==> config.mk <==
export PLATFORM = sky130hd
export DESIGN_NAME = fetch_seq
export DESIGN_NICKNAME = d
export VERILOG_FILES = /design/src/rtl/fetch_seq_pkg.sv /design/src/rtl/fetch_seq_ret_stack.sv /design/src/rtl/fetch_seq.sv
export SDC_FILE = /design/constraint.sdc
export NUM_CORES = 2
export LEC_CHECK = 0
export CORE_MARGIN = 10
export CORE_UTILIZATION = 50
export CTS_BUF_LIST = sky130_fd_sc_hd__clkbuf_2
export CTS_CLUSTER_SIZE = 24
export DETAILED_ROUTE_END_ITERATION = 6
export PLACE_DENSITY_LB_ADDON = 0.05
export SKIP_CTS_REPAIR_TIMING = 1
export SLEW_MARGIN = 20
export SYNTH_ARGS = -nofsm -noshare
export SYNTH_HDL_FRONTEND = slang
export SYNTH_HIERARCHICAL = 1
export SYNTH_SLANG_ARGS = --single-unit
==> constraint.sdc <==
create_clock -name CLK -period 4.6 [get_ports CLK]
set_input_delay 0.46 -clock CLK [delete_from_list [all_inputs] [get_ports CLK]]
set_output_delay 0.46 -clock CLK [all_outputs]
set_load 0.02 [all_outputs]
==> src/rtl/fetch_seq_pkg.sv <==
// Shared sequencing definitions for the 9-bit-instruction processor.
// Controller and datapath import this so op codes and widths stay in step.
package fetch_seq_pkg;

  localparam int PC_W_DEF  = 16;
  localparam int IDX_W_DEF = 5;

  typedef enum logic [2:0] {
    OP_NEXT   = 3'd0,
    OP_BR_ABS = 3'd1,
    OP_BR_Z   = 3'd2,
    OP_BR_NZ  = 3'd3,
    OP_CALL   = 3'd4,
    OP_RET    = 3'd5,
    OP_HALT   = 3'd6
  } seq_op_t;

endpackage

==> src/rtl/fetch_seq_ret_stack.sv <==
// Circular return-address LIFO; a push when full overwrites the oldest entry.
module ret_stack #(
  parameter int PC_W      = 16,
  parameter int RAS_DEPTH = 4
) (
  input  logic                         CLK,
  input  logic                         reset_n,
  input  logic                         clr,
  input  logic                         push,
  input  logic                         pop,
  input  logic [PC_W-1:0]              push_data,
  output logic [PC_W-1:0]              top_data,
  output logic [$clog2(RAS_DEPTH):0]   count,
  output logic                         ovf,
  output logic                         unf
);

  localparam int PTR_W = $clog2(RAS_DEPTH);
  localparam int CNT_W = PTR_W + 1;
  localparam logic [PTR_W-1:0] PTR_ONE = PTR_W'(1);
  localparam logic [CNT_W-1:0] CNT_ONE = CNT_W'(1);
  localparam logic [CNT_W-1:0] FULL    = CNT_W'(RAS_DEPTH);

  logic [PC_W-1:0]  mem [RAS_DEPTH];
  logic [PTR_W-1:0] ptr;
  logic [PTR_W-1:0] ptr_m1;

  assign ptr_m1   = ptr - PTR_ONE;
  assign top_data = mem[ptr_m1];

  // Entries carry no reset; count guards every read.
  always_ff @(posedge CLK) begin
    if (push && !clr) mem[ptr] <= push_data;
  end

  always_ff @(posedge CLK or negedge reset_n) begin
    if (!reset_n) begin
      ptr   <= '0;
      count <= '0;
      ovf   <= 1'b0;
      unf   <= 1'b0;
    end else if (clr) begin
      ptr   <= '0;
      count <= '0;
      ovf   <= 1'b0;
      unf   <= 1'b0;
    end else if (push) begin
      ptr <= ptr + PTR_ONE;
      if (count == FULL) ovf <= 1'b1;
      else               count <= count + CNT_ONE;
    end else if (pop) begin
      if (count != '0) begin
        ptr   <= ptr_m1;
        count <= count - CNT_ONE;
      end else begin
        unf <= 1'b1;
      end
    end
  end

endmodule

==> src/rtl/fetch_seq.sv <==
// Program-counter sequencer: PC, runtime relative/absolute target tables,
// return-address stack, and stall/halt/done handling.
module fetch_seq
  import fetch_seq_pkg::*;
#(
  parameter int              PC_W      = PC_W_DEF,
  parameter int              IDX_W     = IDX_W_DEF,
  parameter int              RAS_DEPTH = 4,
  parameter logic [PC_W-1:0] LAST_PC   = '1
) (
  input  logic                        CLK,
  input  logic                        reset_n,
  input  logic                        start,
  input  logic                        stall,
  input  seq_op_t                     op,
  input  logic [IDX_W-1:0]            idx,
  input  logic                        zero_flag,
  input  logic                        tbl_we,
  input  logic                        tbl_sel,
  input  logic [IDX_W-1:0]            tbl_waddr,
  input  logic [PC_W-1:0]             tbl_wdata,
  output logic [PC_W-1:0]             pc,
  output logic                        done,
  output logic [$clog2(RAS_DEPTH):0]  ras_count,
  output logic                        ras_ovf,
  output logic                        ras_unf
);

  localparam int TBL_N = 2 ** IDX_W;

  logic [PC_W-1:0] rel_tbl [TBL_N];
  logic [PC_W-1:0] abs_tbl [TBL_N];

  logic [PC_W-1:0] nxt;
  logic [PC_W-1:0] pc_tgt;
  logic [PC_W-1:0] ras_top;
  logic            active;
  logic            adv;

  assign nxt    = pc + PC_W'(1);
  assign active = !start && !done && !stall;

  ret_stack #(
    .PC_W      (PC_W),
    .RAS_DEPTH (RAS_DEPTH)
  ) u_ras (
    .CLK       (CLK),
    .reset_n   (reset_n),
    .clr       (start),
    .push      (active && (op == OP_CALL)),
    .pop       (active && (op == OP_RET)),
    .push_data (nxt),
    .top_data  (ras_top),
    .count     (ras_count),
    .ovf       (ras_ovf),
    .unf       (ras_unf)
  );

  // adv marks a plain fall-through, the only kind that can run off LAST_PC.
  always_comb begin
    adv    = 1'b0;
    pc_tgt = nxt;
    case (op)
      OP_BR_ABS: pc_tgt = abs_tbl[idx];
      OP_BR_Z:   if (zero_flag)  pc_tgt = pc + rel_tbl[idx]; else adv = 1'b1;
      OP_BR_NZ:  if (!zero_flag) pc_tgt = pc + rel_tbl[idx]; else adv = 1'b1;
      OP_CALL:   pc_tgt = abs_tbl[idx];
      OP_RET:    if (ras_count != '0) pc_tgt = ras_top; else adv = 1'b1;
      OP_HALT:   pc_tgt = pc;
      default:   adv = 1'b1;
    endcase
  end

  always_ff @(posedge CLK or negedge reset_n) begin
    if (!reset_n) begin
      pc   <= '0;
      done <= 1'b0;
    end else if (start) begin
      pc   <= '0;
      done <= 1'b0;
    end else if (active) begin
      if (op == OP_HALT || (adv && pc == LAST_PC)) done <= 1'b1;
      else                                         pc   <= pc_tgt;
    end
  end

  // Reads above see the pre-edge contents, so a same-edge write lands next cycle.
  always_ff @(posedge CLK or negedge reset_n) begin
    if (!reset_n) begin
      for (int i = 0; i < TBL_N; i++) begin
        rel_tbl[i] <= '0;
        abs_tbl[i] <= '0;
      end
    end else if (tbl_we) begin
      if (tbl_sel) abs_tbl[tbl_waddr] <= tbl_wdata;
      else         rel_tbl[tbl_waddr] <= tbl_wdata;
    end
  end

endmodule

# Word level (Yosys, flattened, before mapping)

Memory sizes are Yosys's and may differ from the RTL's.
Index checks and enable logic that the tools add are counted.

Register bits after elaboration: 1,048
Bits in writable memories: 64
Output and inout port bits: 22
Word-level logic and storage cells: 167
Memories kept: 1

$add $sub $neg: 6
Order comparisons: 3
Equal/unequal tests: 13
Muxes and demuxes: 42
Bitwise operators: 3
Reduce and logical (&&, ||, !) cells: 29

Memory list:

| memory    | depth | width | read ports | clocked after memory_dff | write ports | RTL line                  | RTL |
|---|---|---|---|---|---|---|---|
| u_ras.mem | 4     | 16    | 1          | 0                        | 1           | fetch_seq_ret_stack.sv:24 | `logic [PC_W-1:0] mem [RAS_DEPTH];` |

Operators with widths:

| cell                    | count |
|---|---|
| $bwmux W512             | 2 |
| $mux W16                | 11 |
| $bmux W16 S5            | 2 |
| $demux W16 S5           | 1 |
| $pmux W16 S5            | 1 |
| $add A16 B1 Y16 const B | 1 |
| $add A16 B16 Y16        | 1 |
| $eq A16 B16 Y1 const B  | 1 |
| $mux W1                 | 15 |
| $mux W3                 | 5 |
| $eq A3 B3 Y1 const B    | 4 |
| $ge A6 B6 Y1 const B    | 2 |
| $not A5 Y6              | 2 |
| $reduce_and A2 Y1       | 5 |
| $reduce_bool A2 Y1      | 5 |
| $reduce_and A3 Y1       | 3 |
| $reduce_bool A3 Y1      | 3 |
| $mux W2                 | 4 |
| $ne A2 B2 Y1 const B    | 4 |
| $logic_and A1 B1 Y1     | 7 |
| $eq A3 B2 Y1 const B    | 2 |
| $lt A6 B1 Y1 const B    | 1 |
| $pmux W1 S4             | 1 |
| $add A3 B1 Y3 const B   | 1 |
| 10 further kinds        | 12 |

# Logic depth before layout (Yosys ltp)

Word-level depth: 10
Depth in mapped cells: 19
Mapped depth without buffers: 13

# Cells and area by module

The synthesis kept the hierarchy.

Modules (own cells, without submodules):

| module    | instances | cells each | area an instance (µm²) |
|---|---|---|---|
| fetch_seq | 1         | 3,044      | 48,392.7 |
| ret_stack | 1         | 137        | 2,806.4 |

# Least setup slack after synthesis

Ideal clock, no wire load.

Kind: input -> register
From: in idx[0]
To: reg pc[12]
Data arrival time: 4.904 ns
Slack: -0.386 ns
Stages on the path: 18
Buffers on the path: 5
Path through: buf_6 -> buf_12 -> buf_6 -> buf_2 -> clkbuf_1 -> mux4_2 -> mux4_2 -> mux2_2 -> ha_1 -> fa_1 -> a211oi_1 -> o21a_1 -> o21ai_0 -> a31oi_1 -> o21ai_0 -> o21ai_0 -> mux2_2 -> a31oi_1

Word-level cells in the longest chain between the ends: 10

Ends and longest elaborated chain:

| element                                     | RTL line                         | RTL |
|---|---|---|
| start, declared                             | fetch_seq.sv:16                  | `input logic [IDX_W-1:0] idx,` |
| $not A5 Y6 (not written as such) (*)        | n/a                              |  |
| $bmux W16 S5                                | fetch_seq.sv:65, fetch_seq.sv:66 |  |
| $mux W16 (not written as such) (2 in a row) | fetch_seq.sv:65, fetch_seq.sv:66 |  |
| $add A16 B16 Y16                            | fetch_seq.sv:65, fetch_seq.sv:66 |  |
| $mux W16 (on tied branches)                 | fetch_seq.sv:66, fetch_seq.sv:65 |  |
| $pmux W16 S5 (*)                            | fetch_seq.sv:63                  | `case (op)` |
| $mux W16 (*)                                | fetch_seq.sv:82                  | `if (op == OP_HALT \|\| (adv && pc == LAST_PC)) done <= 1'b1;` |
| $mux W16 (*)                                | fetch_seq.sv:81                  | `end else if (active) begin` |
| $mux W16 (*)                                | fetch_seq.sv:78                  | `end else if (start) begin` |
| end signal, assigned                        | fetch_seq.sv:83                  | `else pc <= pc_tgt;` |
| end, declared                               | fetch_seq.sv:22                  | `output logic [PC_W-1:0] pc,` |

Every way passes the cells marked *; elsewhere a longest branch is shown, timed or not. The select of a mux whose other input is x is not followed.
A chain may end at the register's enable or synchronous reset.

# Final worst setup path

From: reg rel_tbl[96] in the netlist's numbering
To: reg pc[12]

Word-level cells in the longest chain between the ends: 9

Ends and longest elaborated chain:

| element                                         | RTL line                         | RTL |
|---|---|---|
| start, declared                                 | fetch_seq.sv:31                  | `logic [PC_W-1:0] rel_tbl [TBL_N];` |
| start signal, assigned by index                 | fetch_seq.sv:96                  | `else rel_tbl[tbl_waddr] <= tbl_wdata;` |
| $bmux W16 S5 (*)                                | fetch_seq.sv:65, fetch_seq.sv:66 |  |
| $mux W16 (not written as such) (*) (2 in a row) | fetch_seq.sv:65, fetch_seq.sv:66 |  |
| $add A16 B16 Y16 (*)                            | fetch_seq.sv:65, fetch_seq.sv:66 |  |
| $mux W16 (on tied branches)                     | fetch_seq.sv:66, fetch_seq.sv:65 |  |
| $pmux W16 S5 (*)                                | fetch_seq.sv:63                  |  |
| $mux W16 (*)                                    | fetch_seq.sv:82                  |  |
| $mux W16 (*)                                    | fetch_seq.sv:81                  |  |
| $mux W16 (*)                                    | fetch_seq.sv:78                  |  |

Marked as above.

==> flow_results.org <==
** Clock network
- TritonCTS Buffers :: 314
- The H-tree generated during clock tree synthesis spans 5 levels.
- Clock transition at path regs :: 100 ps
- TritonCTS built the clock tree.
- CTS root buf :: sky130_fd_sc_hd__clkbuf_2
- In this run the deepest clock path goes through 4 buffers.
- For this design, the sink count on the clock tree is 1112.
- Later-pin clock latency in the skew report :: 1570 ps

** Placed design
- Placed cell area :: 53600 um^2
- Placed wire-length estimate after detailed placement :: 84.0 mm
- Routability-driven placement finished with a final weighted congestion of 0.872.
- In this run, placement finished with an instance count of 4466.
- In this run the tool buffered the top-level ports with 57 buffer cells.
- Worst setup slack before clock tree synthesis :: 23.6 ps

** Synthesis
- Flop and latch count out of synthesis :: 1112
- Of the total synthesized cell area, the portion taken by XOR and XNOR cells is 0.00513.
- Most used flip-flop cell after synthesis :: sky130_fd_sc_hd__dfrtp_1
- The cell area that synthesis handed to floorplanning was 51200 um^2.
- When the netlist entered floorplanning its net count stood at 3239.
- Post-Synth Adder-Cell Area :: 0.00567
- Library cell occupying the most area in the post-synthesis netlist :: sky130_fd_sc_hd__dfrtp_1
- Portion of synthesized cell area occupied by the leading cell type :: 0.512
- Syn_area_per_cell :: 16.1 um^2
- The share of the Yosys chip area taken by registers is 0.550.
- By area, the combinational part of the netlist is dominated by multiplexers.
- Share of flip-flops with an asynchronous set or reset after synthesis :: 0.942
- The synthesized design contains 64 enable-type register cells.
- Mux share of post-synthesis cell area :: 0.379
- Of the total synthesized cell area, the portion taken by AND, OR, NAND and NOR gates is 0.0191.
- Synthesized instance count :: 3181
- The fraction of the mapped netlist area in compound gates is 0.0163.
- Synth Warn # :: 6
- By area the synthesized netlist is led by sky130_fd_sc_hd__dfrtp_1 51%, sky130_fd_sc_hd__mux2_2 23%, sky130_fd_sc_hd__mux4_2 14%, sky130_fd_sc_hd__edfxtp_1 3.8%, sky130_fd_sc_hd__clkbuf_1 1.5%.
- Synthesis instantiated 59 different standard cells from the library.

** Global routing
- Largest net degree at the start of global routing :: 120
- Number of global-route vias before repair :: 33000
- Global-route usage over all layers :: 0.243
- Met3 Usage GRT :: 0.0390
- Wire length of the first global-routing pass :: 212 mm
- Met2 routing resource usage after global routing :: 0.384
- For this run the aggregate overflow at the end of global routing stands at 0.
- GR peak layer :: met2
- The number of antenna violations at the first check in global routing was 9.
- Met1 capacity usage during global routing :: 0.338

** Cells and area
- The net count of the finished layout is 3496.
- Of the cells placed in the final design, the portion with a size suffix greater than 1 is 0.569.
- Once layout is done, the placed cells without fillers occupy 56500 um^2.
- Post-layout instance count excluding filler cells :: 5006
- At the end of the flow the core is filled with cells to 0.555.
- Compared with the post-synthesis result, the final layout area differs by 10.3%.

** STA
- Hold is met by 77.7 ps.
- At the pin with the least slew margin, the transition time is 1150 ps.
- The count of endpoints failing hold in the final timing report was 0.
- Final worst-path cycle share :: 0.866
- In the post-route analysis, the smallest setup slack over all paths is 616 ps.
- Min Tclk post-route :: 3980 ps
- Setup repair after global routing left no endpoint under its margin.
- The clock arrives with 105 ps of skew.
- Setup violation total in the final timing report :: 0
- Setup total negative slack on the finished layout was measured at 0 ps.
- Fmax achieved :: 251 MHz
- Max-slew violations :: 0
- The worst pin sits at a relative slew slack of 0.235.

** Setup path
- Cell family with most CP delay :: multiplexers
- In this run the critical register-to-register path is launched from rel_tbl[96].
- Data on the critical path arrives at its endpoint at 5440 ps.
- Most repeated library cell on the critical path :: sky130_fd_sc_hd__o21ai_0
- On the worst path, the slowest cell contributes a delay of 540 ps.
- Type of the worst setup path :: reg2reg
- The worst register-to-register path has a setup slack of 620 ps.
- In this run the worst path has a maximum fanout of 3.
- Cell Chain, Critical Path :: mux4_2 -> mux4_2 -> mux2_2 -> ha_1 -> fa_1 -> a211oi_2 -> o21a_1 -> o21ai_0 -> a31oi_1 -> o21ai_0 -> o21ai_0 -> mux2_2 -> a31oi_1
- CP Capture Type :: flip-flop
- For this design, the slowest cell found on the critical path is sky130_fd_sc_hd__mux4_2.
- Together, buffers and inverters on the worst path number 0.
- Worst reg-to-reg path cell count :: 13
- Reg2reg end :: pc[12]
- The worst setup path is launched from a flip-flop.
- Critical path data required time :: 6060 ps

** Drt
- Antenna violation net count after detailed routing :: 0
- In the routed design, unresolved DRC markers number 0.
- The detailed router finished its first iteration with 1960 violations.
- Dividing the detail-routed via count by the number of cells gives 6.02.
- The routed layout has 30200 vias.
- First-pass iteration count of the detailed router :: 6
- In the final routed layout, each cell accounts on average for 27.9 um.
- Wires add up to 139 mm.

** Floorplan
- Floorplan Core Area :: 102000 um^2
- In this run the count of I/O pins placed on the die edge is 58.
- DIE WIDTH :: 340 um
- The die covers 116000 um^2.
- Std-Cell Rows :: 117
- Die H :: 340 um
- Starting Density :: 0.503

** Worst hold path
- The worst hold path begins at op[1].
- Along the worst hold path, the cell count comes to 5.
- Endpoint of the worst hold-timing path :: pc[1]
- Class of the tightest hold or removal check :: in2reg

** Power
- In this run the power density over the cells is 387 nW/um^2.
- In this run the static leakage power is 26.2 nW.
- Total power :: 21.9 mW
- Maximum VDD drop :: 0.000186 V

** Outcome
- Outcome :: finished, final reports clean

** Run
- Across the run, the number of max-cap violations was 0.
sequential cells by signal, indices dropped and copies added, names as in the netlist:
signal / count
rel_tbl: 512
pc: 16
u_ras/mem: 64
u_ras/count: 3
done: 1
u_ras/unf: 1
u_ras/ovf: 1
u_ras/ptr: 2
abs_tbl: 512
Yosys cell counts (19+ instances only):
| cell | number |
|---|---|
| sky130_fd_sc_hd__xnor2_1 | 19 |
| sky130_fd_sc_hd__nand2_1 | 42 |
| sky130_fd_sc_hd__mux4_2 | 319 |
| sky130_fd_sc_hd__buf_1 | 37 |
| sky130_fd_sc_hd__clkbuf_1 | 210 |
| sky130_fd_sc_hd__edfxtp_1 | 64 |
| sky130_fd_sc_hd__buf_2 | 23 |
| sky130_fd_sc_hd__ha_1 | 20 |
| sky130_fd_sc_hd__a21oi_1 | 35 |
| sky130_fd_sc_hd__nor2_1 | 77 |
| sky130_fd_sc_hd__dfrtp_1 | 1048 |
| sky130_fd_sc_hd__mux2_2 | 1053 |
| sky130_fd_sc_hd__o21ai_0 | 19 |
tightest hold or removal path, stage by stage:
cell and delay (ps):
sky130_fd_sc_hd__clkdlybuf4s50_1 690, sky130_fd_sc_hd__nor2_1 90, sky130_fd_sc_hd__buf_4 180, sky130_fd_sc_hd__nand2_1 80, sky130_fd_sc_hd__a31oi_1 80
how the worst max path moves through the flow:
stage                       startpoint      to  slack (ps)  cells after the start
after floorplan                 idx[0]  pc[12]         -10                     19
after global placement          idx[0]  pc[12]         110                     15
after detailed placement        idx[0]  pc[12]          20                     15
after CTS                   rel_tbl[0]  pc[12]         610                     13
after global routing      rel_tbl[176]  pc[12]         420                     13
final                      rel_tbl[96]  pc[12]         620                     13
placed cells by master (no fill, tap or decap), types with 5 or more instances in the layout:
cell,n
sky130_fd_sc_hd__ha_1,20
sky130_fd_sc_hd__buf_2,11
sky130_fd_sc_hd__nor2b_1,9
sky130_fd_sc_hd__xor2_1,11
sky130_fd_sc_hd__clkdlybuf4s50_1,35
sky130_fd_sc_hd__a21oi_1,35
sky130_fd_sc_hd__nand3_1,16
sky130_fd_sc_hd__diode_2,11
sky130_fd_sc_hd__nand2_1,40
sky130_fd_sc_hd__a22oi_1,5
sky130_fd_sc_hd__and2_1,8
sky130_fd_sc_hd__inv_2,8
sky130_fd_sc_hd__a21o_1,8
sky130_fd_sc_hd__xnor2_1,19
sky130_fd_sc_hd__o21ai_0,19
sky130_fd_sc_hd__mux4_2,319
sky130_fd_sc_hd__a22o_1,5
sky130_fd_sc_hd__buf_12,19
sky130_fd_sc_hd__dfrtp_1,1048
sky130_fd_sc_hd__mux2i_1,7
sky130_fd_sc_hd__nor2_1,42
sky130_fd_sc_hd__mux4_1,11
sky130_fd_sc_hd__mux2_2,1053
sky130_fd_sc_hd__inv_1,9
sky130_fd_sc_hd__and3_1,6
sky130_fd_sc_hd__clkbuf_2,466
sky130_fd_sc_hd__clkinv_1,27
sky130_fd_sc_hd__a222oi_1,8
sky130_fd_sc_hd__nand4_1,6
sky130_fd_sc_hd__buf_4,138
sky130_fd_sc_hd__a31oi_1,14
sky130_fd_sc_hd__dlygate4sd3_1,23
sky130_fd_sc_hd__nand3b_1,7
sky130_fd_sc_hd__nor2_2,35
sky130_fd_sc_hd__edfxtp_1,64
sky130_fd_sc_hd__nor3_1,13
cell families (layout without fill, tap and decap cells):
group                      after synthesis  in the layout
muxes                                 1390           1390
and+or+nand+nor                        205            205
DFF                                   1112           1112
AOI/OAI and AO/OA                      124            124
adders and majority gates               22             22
buffers and inverters                  298            744
xor gates and xnor gates                30             30
other                                    0             11
power by group:
group	switching (mW)	total [mW]	internal, mW
Sequential	0.638	11.7	11.1
Combinational	1.46	3.34	1.88
Clock	4.04	6.84	2.80
Total	6.13	21.9	15.7
final cells by class:
cell class / count / area [um^2]
well taps: 1368 / 1710
clock inverters: 39 / 226
diodes: 11 / 27.5
multi-input cells: 1771 / 21900
repair buffers: 230 / 2120
fillers: 8158 / 45300
inverters: 9 / 33.8
flip-flops and latches: 1112 / 28100
clock buffers: 466 / 2330
per-layer routing:
layer / vias to the layer above / wire length (um)
li1: 12700 / -
met3: 272 / 6490
met5: - / 13
met4: 2 / 3790
met2: 844 / 66400
met1: 16400 / 62800
(Power assumes the default switching activity.)
